## config.mk

```make
export PLATFORM = sky130hd
export DESIGN_NAME = descriptor_unpack_stream_flat
export DESIGN_NICKNAME = d
export VERILOG_FILES = /design/src/rtl/descriptor_unpack_stream_if.sv /design/src/rtl/descriptor_unpack_stream.sv /design/src/flat_wrapper.sv
export SDC_FILE = /design/constraint.sdc
export NUM_CORES = 1
export LEC_CHECK = 0
export ABC_AREA = 1
export CAP_MARGIN = 20
export CORE_ASPECT_RATIO = 0.8
export CORE_MARGIN = 4
export CORE_UTILIZATION = 25
export CTS_CLUSTER_DIAMETER = 100
export DETAILED_ROUTE_END_ITERATION = 8
export GPL_ROUTABILITY_DRIVEN = 0
export PLACE_DENSITY = 0.58
export RECOVER_POWER = 100
export SYNTH_ARGS = -nofsm -noshare
export SYNTH_HDL_FRONTEND = slang
export SYNTH_SLANG_ARGS = --single-unit
```

## constraint.sdc

```tcl
create_clock -name clk_i -period 2.7 [get_ports clk_i]
set_input_delay 0.81 -clock clk_i [delete_from_list [all_inputs] [get_ports clk_i]]
set_output_delay 0.81 -clock clk_i [all_outputs]
set_load 0.02 [all_outputs]
```

## src/rtl/descriptor_unpack_stream_if.sv

```systemverilog
// descriptor_unpack_stream_if: command, memory-beat and decoded-result handshakes of the descriptor unpacker
interface descriptor_unpack_stream_if #(
  parameter int PA_WIDTH = 24,
  parameter int LIMIT_WIDTH = 15
);
  logic cmd_valid_i;
  logic cmd_ready_o;
  logic [1:0] cmd_kind_i;
  logic cmd_long_i;
  logic beat_valid_i;
  logic beat_ready_o;
  logic [31:0] beat_data_i;
  logic out_valid_o;
  logic out_ready_i;
  logic [1:0] kind_o;
  logic long_o;
  logic [1:0] dt_o;
  logic lu_o;
  logic [LIMIT_WIDTH-1:0] limit_o;
  logic s_o;
  logic ci_o;
  logic m_o;
  logic u_o;
  logic wp_o;
  logic [PA_WIDTH-1:0] addr_o;
  logic invalid_o;
  logic err_o;
  modport slave (
    input cmd_valid_i, cmd_kind_i, cmd_long_i, beat_valid_i, beat_data_i, out_ready_i,
    output cmd_ready_o, beat_ready_o, out_valid_o, kind_o, long_o, dt_o, lu_o, limit_o,
    output s_o, ci_o, m_o, u_o, wp_o, addr_o, invalid_o, err_o
  );
  modport master (
    output cmd_valid_i, cmd_kind_i, cmd_long_i, beat_valid_i, beat_data_i, out_ready_i,
    input cmd_ready_o, beat_ready_o, out_valid_o, kind_o, long_o, dt_o, lu_o, limit_o,
    input s_o, ci_o, m_o, u_o, wp_o, addr_o, invalid_o, err_o
  );
endinterface

```

## src/rtl/descriptor_unpack_stream.sv

```systemverilog
// descriptor_unpack_stream: assembles one or two memory beats into a short/long 68851 descriptor and decodes it
module descriptor_unpack_stream #(
  parameter int PA_WIDTH = 24,
  parameter int LIMIT_WIDTH = 15,
  parameter int PAGE_SHIFT = 12
) (
  input logic clk_i,
  input logic rst_i,
  descriptor_unpack_stream_if.slave bus
);
  typedef enum logic [1:0] {IDLE, W0, W1, OUT} state_t;
  typedef struct packed {
    logic [1:0] kind;
    logic lng;
    logic [1:0] dt;
    logic lu;
    logic [LIMIT_WIDTH-1:0] limit;
    logic s;
    logic ci;
    logic m;
    logic u;
    logic wp;
    logic [PA_WIDTH-1:0] addr;
    logic invalid;
    logic err;
  } fld_t;
  localparam logic [31:0] PAGE_MASK = ~((32'd1 << PAGE_SHIFT) - 32'd1);
  localparam logic [31:0] TABLE_MASK = 32'hFFFF_FFF0;
  state_t state_q, state_d, cmd_st;
  logic [1:0] kind_q;
  logic long_q;
  logic [31:0] w0_q;
  fld_t out_q, out_d, dec, err_f;
  logic cmd_fire, beat_fire, out_fire, cmd_long_eff, page;
  logic [31:0] w0, addr;
  wire unused_bits = ^{w0, addr};
  assign cmd_fire = bus.cmd_valid_i & bus.cmd_ready_o;
  assign beat_fire = bus.beat_valid_i & bus.beat_ready_o;
  assign out_fire = bus.out_valid_o & bus.out_ready_i;
  assign bus.cmd_ready_o = ~rst_i & ((state_q == IDLE) | ((state_q == OUT) & bus.out_ready_i));
  assign bus.beat_ready_o = (state_q == W0) | (state_q == W1);
  assign bus.out_valid_o = state_q == OUT;
  assign cmd_long_eff = bus.cmd_long_i | (bus.cmd_kind_i == 2'd0);
  assign cmd_st = (bus.cmd_kind_i == 2'd3) ? OUT : W0;
  // word0 is the live beat for short descriptors, the latched one once word1 is arriving
  always_comb begin
    w0 = (state_q == W1) ? w0_q : bus.beat_data_i;
    page = kind_q == 2'd2;
    addr = (long_q ? bus.beat_data_i : w0) & (page ? PAGE_MASK : TABLE_MASK);
    dec = '0;
    dec.kind = kind_q;
    dec.lng = long_q;
    dec.dt = w0[1:0];
    dec.wp = w0[2];
    dec.u = w0[3];
    dec.m = page & w0[4];
    dec.ci = page & w0[6];
    dec.lu = long_q & w0[31];
    dec.limit = long_q ? w0[16 +: LIMIT_WIDTH] : '0;
    dec.s = long_q & w0[8];
    dec.addr = addr[PA_WIDTH-1:0];
    dec.invalid = w0[1:0] == 2'd0;
    err_f = '0;
    err_f.kind = bus.cmd_kind_i;
    err_f.lng = cmd_long_eff;
    err_f.err = 1'b1;
  end
  always_comb begin
    state_d = state_q;
    out_d = out_q;
    unique case (state_q)
      IDLE: state_d = cmd_fire ? cmd_st : IDLE;
      W0: state_d = beat_fire ? (long_q ? W1 : OUT) : W0;
      W1: state_d = beat_fire ? OUT : W1;
      OUT: state_d = out_fire ? (cmd_fire ? cmd_st : IDLE) : OUT;
      default: state_d = IDLE;
    endcase
    if (beat_fire && (state_q == W1 || !long_q)) out_d = dec;
    if (cmd_fire && bus.cmd_kind_i == 2'd3) out_d = err_f;
  end
  always_ff @(posedge clk_i) begin
    if (rst_i) begin
      state_q <= IDLE;
      kind_q <= '0;
      long_q <= 1'b0;
      w0_q <= '0;
      out_q <= '0;
    end else begin
      state_q <= state_d;
      out_q <= out_d;
      if (cmd_fire) begin
        kind_q <= bus.cmd_kind_i;
        long_q <= cmd_long_eff;
      end
      if (beat_fire && state_q == W0) w0_q <= bus.beat_data_i;
    end
  end
  assign bus.kind_o = out_q.kind;
  assign bus.long_o = out_q.lng;
  assign bus.dt_o = out_q.dt;
  assign bus.lu_o = out_q.lu;
  assign bus.limit_o = out_q.limit;
  assign bus.s_o = out_q.s;
  assign bus.ci_o = out_q.ci;
  assign bus.m_o = out_q.m;
  assign bus.u_o = out_q.u;
  assign bus.wp_o = out_q.wp;
  assign bus.addr_o = out_q.addr;
  assign bus.invalid_o = out_q.invalid;
  assign bus.err_o = out_q.err;
endmodule

```

## src/flat_wrapper.sv

```systemverilog
// flat-port wrapper written by rule: the top's interface ports become plain ports
module descriptor_unpack_stream_flat 
#(
  parameter int PA_WIDTH = 24,
  parameter int LIMIT_WIDTH = 15,
  parameter int PAGE_SHIFT = 12
)
  (clk_i, rst_i, bus_cmd_valid_i, bus_cmd_kind_i, bus_cmd_long_i, bus_beat_valid_i, bus_beat_data_i, bus_out_ready_i, bus_cmd_ready_o, bus_beat_ready_o, bus_out_valid_o, bus_kind_o, bus_long_o, bus_dt_o, bus_lu_o, bus_limit_o, bus_s_o, bus_ci_o, bus_m_o, bus_u_o, bus_wp_o, bus_addr_o, bus_invalid_o, bus_err_o);
  descriptor_unpack_stream_if #(.PA_WIDTH(PA_WIDTH), .LIMIT_WIDTH(LIMIT_WIDTH)) bus_i ();
  input logic clk_i;
  input logic rst_i;
  input wire logic [$bits(bus_i.cmd_valid_i)-1:0] bus_cmd_valid_i;
  input wire logic [$bits(bus_i.cmd_kind_i)-1:0] bus_cmd_kind_i;
  input wire logic [$bits(bus_i.cmd_long_i)-1:0] bus_cmd_long_i;
  input wire logic [$bits(bus_i.beat_valid_i)-1:0] bus_beat_valid_i;
  input wire logic [$bits(bus_i.beat_data_i)-1:0] bus_beat_data_i;
  input wire logic [$bits(bus_i.out_ready_i)-1:0] bus_out_ready_i;
  output wire logic [$bits(bus_i.cmd_ready_o)-1:0] bus_cmd_ready_o;
  output wire logic [$bits(bus_i.beat_ready_o)-1:0] bus_beat_ready_o;
  output wire logic [$bits(bus_i.out_valid_o)-1:0] bus_out_valid_o;
  output wire logic [$bits(bus_i.kind_o)-1:0] bus_kind_o;
  output wire logic [$bits(bus_i.long_o)-1:0] bus_long_o;
  output wire logic [$bits(bus_i.dt_o)-1:0] bus_dt_o;
  output wire logic [$bits(bus_i.lu_o)-1:0] bus_lu_o;
  output wire logic [$bits(bus_i.limit_o)-1:0] bus_limit_o;
  output wire logic [$bits(bus_i.s_o)-1:0] bus_s_o;
  output wire logic [$bits(bus_i.ci_o)-1:0] bus_ci_o;
  output wire logic [$bits(bus_i.m_o)-1:0] bus_m_o;
  output wire logic [$bits(bus_i.u_o)-1:0] bus_u_o;
  output wire logic [$bits(bus_i.wp_o)-1:0] bus_wp_o;
  output wire logic [$bits(bus_i.addr_o)-1:0] bus_addr_o;
  output wire logic [$bits(bus_i.invalid_o)-1:0] bus_invalid_o;
  output wire logic [$bits(bus_i.err_o)-1:0] bus_err_o;
  assign bus_i.cmd_valid_i = bus_cmd_valid_i;
  assign bus_i.cmd_kind_i = bus_cmd_kind_i;
  assign bus_i.cmd_long_i = bus_cmd_long_i;
  assign bus_i.beat_valid_i = bus_beat_valid_i;
  assign bus_i.beat_data_i = bus_beat_data_i;
  assign bus_i.out_ready_i = bus_out_ready_i;
  assign bus_cmd_ready_o = bus_i.cmd_ready_o;
  assign bus_beat_ready_o = bus_i.beat_ready_o;
  assign bus_out_valid_o = bus_i.out_valid_o;
  assign bus_kind_o = bus_i.kind_o;
  assign bus_long_o = bus_i.long_o;
  assign bus_dt_o = bus_i.dt_o;
  assign bus_lu_o = bus_i.lu_o;
  assign bus_limit_o = bus_i.limit_o;
  assign bus_s_o = bus_i.s_o;
  assign bus_ci_o = bus_i.ci_o;
  assign bus_m_o = bus_i.m_o;
  assign bus_u_o = bus_i.u_o;
  assign bus_wp_o = bus_i.wp_o;
  assign bus_addr_o = bus_i.addr_o;
  assign bus_invalid_o = bus_i.invalid_o;
  assign bus_err_o = bus_i.err_o;
  descriptor_unpack_stream #(.PA_WIDTH(PA_WIDTH), .LIMIT_WIDTH(LIMIT_WIDTH), .PAGE_SHIFT(PAGE_SHIFT)) u_core (.clk_i(clk_i), .rst_i(rst_i), .bus(bus_i));
endmodule
```

# ---- Word-level counts from Yosys, hierarchy flattened
# Index checks and enable logic that the tools add are counted.
dict set report word_totals {
  reg_bits 89
  in_bits 40
  out_inout_bits 55
}
dict set report op_classes {
  eq_ne 5
  muxes 13
  n_bitwise 13
  n_reduce_logical 10
}
# operator count
set op_table {}
lappend op_table {{52-bit two-way mux} 2}
lappend op_table {{32-bit two-way mux} 1}
lappend op_table {{24-bit AND} 1}
lappend op_table {{24-bit two-way mux} 1}
lappend op_table {{15-bit two-way mux} 1}
lappend op_table {{12-bit two-way mux} 1}
lappend op_table {{1-bit AND} 8}
lappend op_table {{2-bit equality test (second input constant)} 4}
lappend op_table {{2-bit two-way mux} 4}
lappend op_table {{2-bit case mux with 4 select lines} 1}
lappend op_table {{2-bit zero test} 3}
lappend op_table {{1-bit logical AND} 3}
lappend op_table {{1-bit OR} 3}
lappend op_table {{2-bit by 1-bit equality test with 1-bit output (second input constant)} 1}
lappend op_table {{1-bit two-way mux} 2}
lappend op_table {{2-bit nonzero test} 1}
lappend op_table {{2-bit OR reduction} 1}
lappend op_table {{1-bit zero test} 1}
lappend op_table {{1-bit logical OR} 1}
lappend op_table {{1-bit inverter} 1}

# ---- Depth between registers and ports, before layout
# Gate-level depths: netlist (run 1).
dict set report depth {
  ltp_word 8
  mapped_depth 12
}

# ---- Least setup slack after synthesis (run 1)
# No wires, ideal clock.
dict set report synth_timing {
  path_type {input to output}
  from {input bus_out_ready_i}
  to {output bus_cmd_ready_o}
  t_arrival_ns 1.251
  path_slack_ns 0.639
  stages 2
  cell_sequence {nand2_1 a21oi_1}
}
dict set report synth_between {
  elab_chain_cells 3
}
# item line_no
set synth_lines {}
lappend synth_lines {{start, declared} flat_wrapper.sv:17} ;# input wire logic [$bits(bus_i.out_ready_i)-1:0] bus_out_ready_i;
lappend synth_lines {{1-bit AND} descriptor_unpack_stream.sv:40} ;# assign bus.cmd_ready_o = ~rst_i & ((state_q == IDLE) | ((state_q == OUT) & bus.out_ready_i));
lappend synth_lines {{1-bit OR} descriptor_unpack_stream.sv:40}
lappend synth_lines {{1-bit AND} descriptor_unpack_stream.sv:40}
lappend synth_lines {{end, declared} flat_wrapper.sv:18} ;# output wire logic [$bits(bus_i.cmd_ready_o)-1:0] bus_cmd_ready_o;
# Every way passes these cells.

# ---- Worst setup path after layout (run 1)
dict set report layout_timing {
  from {input rst_i}
  to {output bus_cmd_ready_o}
}
dict set report layout_between {
  elab_chain_cells 2
}
# item line_no
set layout_lines {}
lappend layout_lines {{start, declared} flat_wrapper.sv:11} ;# input logic rst_i;
lappend layout_lines {{1-bit inverter} descriptor_unpack_stream.sv:40}
lappend layout_lines {{1-bit AND} descriptor_unpack_stream.sv:40}
# Every way passes these cells.

==> results.cfg, run 1 <==
[status]
status = completed

[route]
wl_per_cell_um = 13.5
vias_per_cell = 4.33
dr.pass1.iters = 4
drtIter0Drc = 169
vias = 3485
drc = 0
wl_um = 10800
postRouteAntennaNets = 0

[final_layout]
design_area_sq_mm = 0.00510
layout_commonest_cell = nand2_1
drive_above_1_share_pct = 5.53
syn2layout_area_growth_pct = 33.1
final_nets = 655
postLayoutCoreUtil_pct = 33.9
antenna_cells = 0
final_cell_mix = nand2_1 (151), dfxtp_1 (85), a21oi_1 (62), o21ai_0 (62), inv_1 (56)

[synth]
avgSynthCellArea_sq_um = 7.19
synthesis.area_sq_mm = 0.00383
synth-xor-area-share_pct = 0
synth_compound_area_share_pct = 19.5
synth-seq-area-share_pct = 44.5
synth_simple_gate_area_share_pct = 22.3
synthCells = 532
yosysWarnings = 0
synth_top_family_by_area = simple AND/OR/NAND/NOR gates
yosys.area_share.adder_pct = 1.63
synth.mux.area_fraction_pct = 0
synth-seq-cells = 85
ys_types = 28

[clock_network]
cts_tree = yes
htree_levels = 3
insertion_delay_ps = 340
cts_sinks = 85
cts.path.max_buffers = 2
clk_pin_slew_ps = 60
cts-root-buf = clkbuf_16
numCtsBuffers = 9

[timing]
maxSlewHeadroom_pct = 52.8
fin_skew_ps = 8.85
period_needed_ps = 2590
tns_ps = 0
clock.fmax_mhz = 387
slew_violations = 0
fin_hold_ws_ps = 444
grt_setup_unrepaired = no
setup_viol = 0
final.period_utilization_pct = 95.8
worst_slew_pin_slew_ps = 708
hold_viol_final = 0

[power_and_ir_drop]
ir_worst_vdd_v = 0.000368
switching_share_pct = 36.7
clkPwrFrac_pct = 29.7
combPwrFrac_pct = 34.4
switchingPower_mw = 1.55
fin_total_pwr_mw = 4.23
intPower_mw = 2.68
power.density_mw_per_mm2 = 830
seqPwrFrac_pct = 36.0
leakagePower_nw = 2.20

[floorplanning]
die_w_um = 146
rows = 40
initial_core_util_pct = 25.5
dieArea_sq_mm = 0.0174
core_sq_mm = 0.0150
ios = 95
die_h_um = 119

[global_route]
antenna_found_initial = 2
grt_max_degree = 30
grt_overflow_total = 0
grt_pass1_wl_um = 16900
grt_pass1_vias = 3138
track_usage_pct = 12.4

[setup_path]
worstPathArrival_ps = 1780
end_kind = output pin
start_kind = primary input
worstPathMaxFanout = 2
worst-endpoint-required_ps = 1890
critPathKind = in -> out

[placement]
dp_hpwl_um = 7730
place_area_sq_mm = 0.00481
portBuffers = 90

[flow_run]
maxCapViolCount = 0

[worst_hold_path]
hold_path.class = reg -> reg
[final cells by class]
| type | instances | area, sq um |
|---|---|---|
| Tap cell | 189 | 236 |
| Timing Repair Buffer | 99 | 957 |
| Multi-Input combinational cell | 355 | 1670 |
| Clock buffer | 11 | 243 |
| Inverter | 60 | 228 |
| Fill cell | 1625 | 9920 |
| Clock inverter | 5 | 60.1 |
| Sequential cell | 85 | 1700 |
[kinds of logic after synthesis]
| kind of cell | Yosys count |
|---|---|
| AND/OR/NAND/NOR | 201 |
| AO/OA/AOI/OAI | 145 |
| buffers and inverters | 95 |
| flip-flops | 85 |
| adder cells (fa/ha/maj) | 5 |
| other | 1 |
[path summary, 6_finish.rpt]
check | start | end | slack [ps] | depth (start not counted)
setup / recovery | rst_i | bus_cmd_ready_o | 110 | 3
setup reg to reg | u_core.state_q[1]$_SDFF_PP0_ | u_core.bus.addr_o[17]$_SDFFE_PP0P_ | 430 | 10
hold / removal | u_core.w0_q[7]$_SDFFE_PP0P_ | u_core.w0_q[7]$_SDFFE_PP0P_ | 440 | 2
hold reg to reg | u_core.w0_q[7]$_SDFFE_PP0P_ | u_core.w0_q[7]$_SDFFE_PP0P_ | 440 | 2
[metrics by stage]
step	std cells	setup WS, ps
after floorplan	535	639
after global placement	788	-267
after detailed placement	788	-278
after CTS	804	7.66
after global routing	804	49.1
final	804	114
[state kept, by name, indices dropped and copies added (netlist names), 2 cells and up]
| signal | flops |
|---|---|
| u_core.bus.dt_o | 2 |
| u_core.state_q | 2 |
| u_core.bus.kind_o | 2 |
| u_core.kind_q | 2 |
| u_core.bus.addr_o | 20 |
| u_core.bus.limit_o | 15 |
| u_core.w0_q | 32 |
[worst max-delay path, stage by stage]
cell and delay, ps:
dlygate4sd3_1 550, a21oi_1 170, clkbuf_1 250
[layer usage]
| layer | global-route usage (%) | up-vias | wire, um |
|---|---|---|---|
| li1 | - | 1848 | - |
| met1 | 17.3 | 1549 | 5580 |
| met2 | 18.0 | 71 | 4540 |
| met3 | 4.75 | 13 | 581 |
| met4 | 3.17 | 4 | 117 |
| met5 | 0 | - | 21 |
[power groups by stage]
stage	logic, mW	clock network (mW)	registers (mW)
after floorplan	0.937	0	1.66
after global placement	1.52	0	1.55
after detailed placement	1.53	0	1.55
after CTS	1.53	1.30	1.53
after global routing	1.62	1.35	1.54
final	1.45	1.26	1.52
[repair_timing]
| item | 4_1_cts | 5_1_grt |
|---|---|---|
| endpoints found under the setup margin | 1 | 1 |
| hold buffers | 0 | 0 |
| setup buffers | 0 | 0 |
| cloned | 0 | 0 |
| hold endpoints to repair | 0 | 0 |
| resized for setup | 1 | 2 |
[cell usage after synthesis]
master      n  share of area, %
a21boi_0    1              0.20
a21oi_1    62               8.1
a22oi_1     3              0.59
buf_2      11               1.4
buf_4       6               1.2
buf_6       8               2.4
clkbuf_1    9              0.88
clkbuf_2    1              0.13
conb_1      1             0.098
dfxtp_1    85                44
ha_1        5               1.6
inv_1      53               5.2
inv_2       5              0.49
inv_4       2              0.33
nand2_1   150                15
nand2_2     1              0.16
nand2_4     2              0.59
nand2_8     1              0.52
nand3_1    16               2.1
nand3b_1    1              0.20
nand4_4     1              0.56
nor2_1     26               2.5
nor2_4      1              0.29
nor2_8      1              0.52
nor3_1      1              0.13
o211ai_1    4              0.78
o21ai_0    60               7.8
o21ai_1    15               2.0
(Power assumes the default switching activity.)
==> inputs of run 2 (changes only) <==
ABC_CLOCK_PERIOD_IN_PS = 2700   (was unset)
CELL_PAD_IN_SITES_DETAIL_PLACEMENT = 1   (was unset)
CELL_PAD_IN_SITES_GLOBAL_PLACEMENT = 2   (was unset)
PLACE_DENSITY = 0.87   (was 0.58)
==> results.cfg, run 2 (synthesis results as in run 1) <==
[status]
status = completed

[floorplanning]
die_w_um = 146
die_h_um = 119
initial_core_util_pct = 25.5
rows = 40
ios = 95
core_sq_mm = 0.0150
dieArea_sq_mm = 0.0174

[route]
wl_per_cell_um = 15.1
drtIter0Drc = 153
dr.pass1.iters = 4
drc = 0
wl_um = 12200
postRouteAntennaNets = 0
vias_per_cell = 4.57
vias = 3690

[placement]
place_area_sq_mm = 0.00485
dp_hpwl_um = 8650
portBuffers = 90

[final_layout]
drive_above_1_share_pct = 6.62
largest_reg_flops = 32
syn2layout_area_growth_pct = 34.6
antenna_cells = 0
regMostFlops = u_core.w0_q
n_fill_cell = 1815
design_area_sq_mm = 0.00515
final_cell_mix = nand2_1 (150), dfxtp_1 (85), a21oi_1 (62)
final_nets = 659
layout_commonest_cell = nand2_1

[worst_hold_path]
hold_path.class = reg -> reg

[global_route]
grt_max_degree = 30
grt_pass1_wl_um = 20200
grt_overflow_total = 0
track_usage_pct = 14.6
grt_pass1_vias = 3931
antenna_found_initial = 0

[flow_run]
maxCapViolCount = 0

[clock_network]
numCtsBuffers = 9
ctsHoldBuffers = 0
clk_pin_slew_ps = 60
cts_sinks = 85
cts.path.max_buffers = 2
cts_tree = yes
postCtsSetupBuffers = 0
cts-root-buf = clkbuf_16
htree_levels = 3
insertion_delay_ps = 340
cts_resized = 2

[setup_path]
worst-endpoint-required_ps = 1890
end_kind = output pin
start_kind = flip-flop
critPathMaxStageDelay_ps = 610
reg2reg_slack_ps = 450
critPathKind = reg -> out
cp_top_family = buffers and inverters
cp_slowest_cell = clkdlybuf4s50_1
path_cells = inv_1 -> ha_1 -> clkdlybuf4s50_1
worstPathArrival_ps = 1770
path_buf_inv = 2
worstPathMaxFanout = 3

[timing]
worst_slew_pin_slew_ps = 581
grt_setup_unrepaired = no
slew_violations = 0
setup_viol = 0
final.period_utilization_pct = 95.7
maxSlewHeadroom_pct = 61.2
fin_skew_ps = 6.51
clock.fmax_mhz = 387
hold_viol_final = 0
period_needed_ps = 2580

[power_and_ir_drop]
power.density_mw_per_mm2 = 859
switchingPower_mw = 1.61
clkPwrFrac_pct = 31.1
intPower_mw = 2.82
seqPwrFrac_pct = 34.5
ir_worst_vdd_v = 0.000339
fin_total_pwr_mw = 4.43
combPwrFrac_pct = 34.4
leakagePower_nw = 2.23
switching_share_pct = 36.4
[run 2: changes by cell type in the layout (fill, tap and decap cells not counted), moves of 2 or more]
cell / before / now
inv_2: 3 / 5
clkinv_4: 2 / 0
inv_1: 56 / 54
clkbuf_2: 1 / 6
o21ai_1: 13 / 15
o21ai_0: 62 / 60
[run 2: stage by stage]
| step | utilization [%] | setup slack (ps) | TNS (ps) | cells | hold WS [ps] |
|---|---|---|---|---|---|
| 3_5_place_dp | 32.3 | -287 | -287 | 792 | 443 |
| 3_3_place_gp | 32.3 | -264 | -264 | 792 | 431 |
| 5_1_grt | 34.3 | 34.2 | 0 | 808 | 469 |
| 6_report | 34.3 | 117 | 0 | 808 | 453 |
| 2_1_floorplan | - | 639 | 0 | 535 | 425 |
| 4_1_cts | 34.5 | 8.18 | 0 | 808 | 453 |
[run 2: final cells by class]
cell class              instances  area (sq um)  share of cell area, %
clock buffers                  13           260                   5.05
clock inverters                 3          67.6                   1.31
inverters                      60           228                   4.42
multi-input cells             355          1680                   32.6
flip-flops and latches         85          1700                   33.0
well taps                     189           236                   4.59
repair buffers                103           981                   19.0
[run 2: power groups by stage]
stage / logic [mW] / registers, mW / clock network, mW
after CTS: 1.61 / 1.54 / 1.43
after detailed placement: 1.60 / 1.56 / 0
after floorplan: 0.937 / 1.66 / 0
final: 1.52 / 1.53 / 1.38
after global placement: 1.55 / 1.55 / 0
after global routing: 1.71 / 1.55 / 1.47
[run 2: path summary, 6_finish.rpt]
check,startpoint,to,cells after the start
setup / recovery,u_core.state_q[0]$_SDFF_PP0_,bus_beat_ready_o,3
hold / removal,u_core.w0_q[27]$_SDFFE_PP0P_,u_core.w0_q[27]$_SDFFE_PP0P_,2
hold reg to reg,u_core.w0_q[27]$_SDFFE_PP0P_,u_core.w0_q[27]$_SDFFE_PP0P_,2
setup reg to reg,u_core.state_q[0]$_SDFF_PP0_,u_core.bus.addr_o[23]$_SDFFE_PP0P_,10
[run 2: worst min-delay path, delay by kind of cell (launching register included)]
family	cells	cell delay [ps]
compound gates	1	50
buf+inv	1	60
flops	1	300
[run 2: routing by layer]
metal	GRT usage [%]	vias up	wire [um]
met5	0	-	0
met4	4.41	0	138
met2	24.9	64	5890
li1	-	1854	-
met3	3.68	9	487
met1	18.1	1763	5710
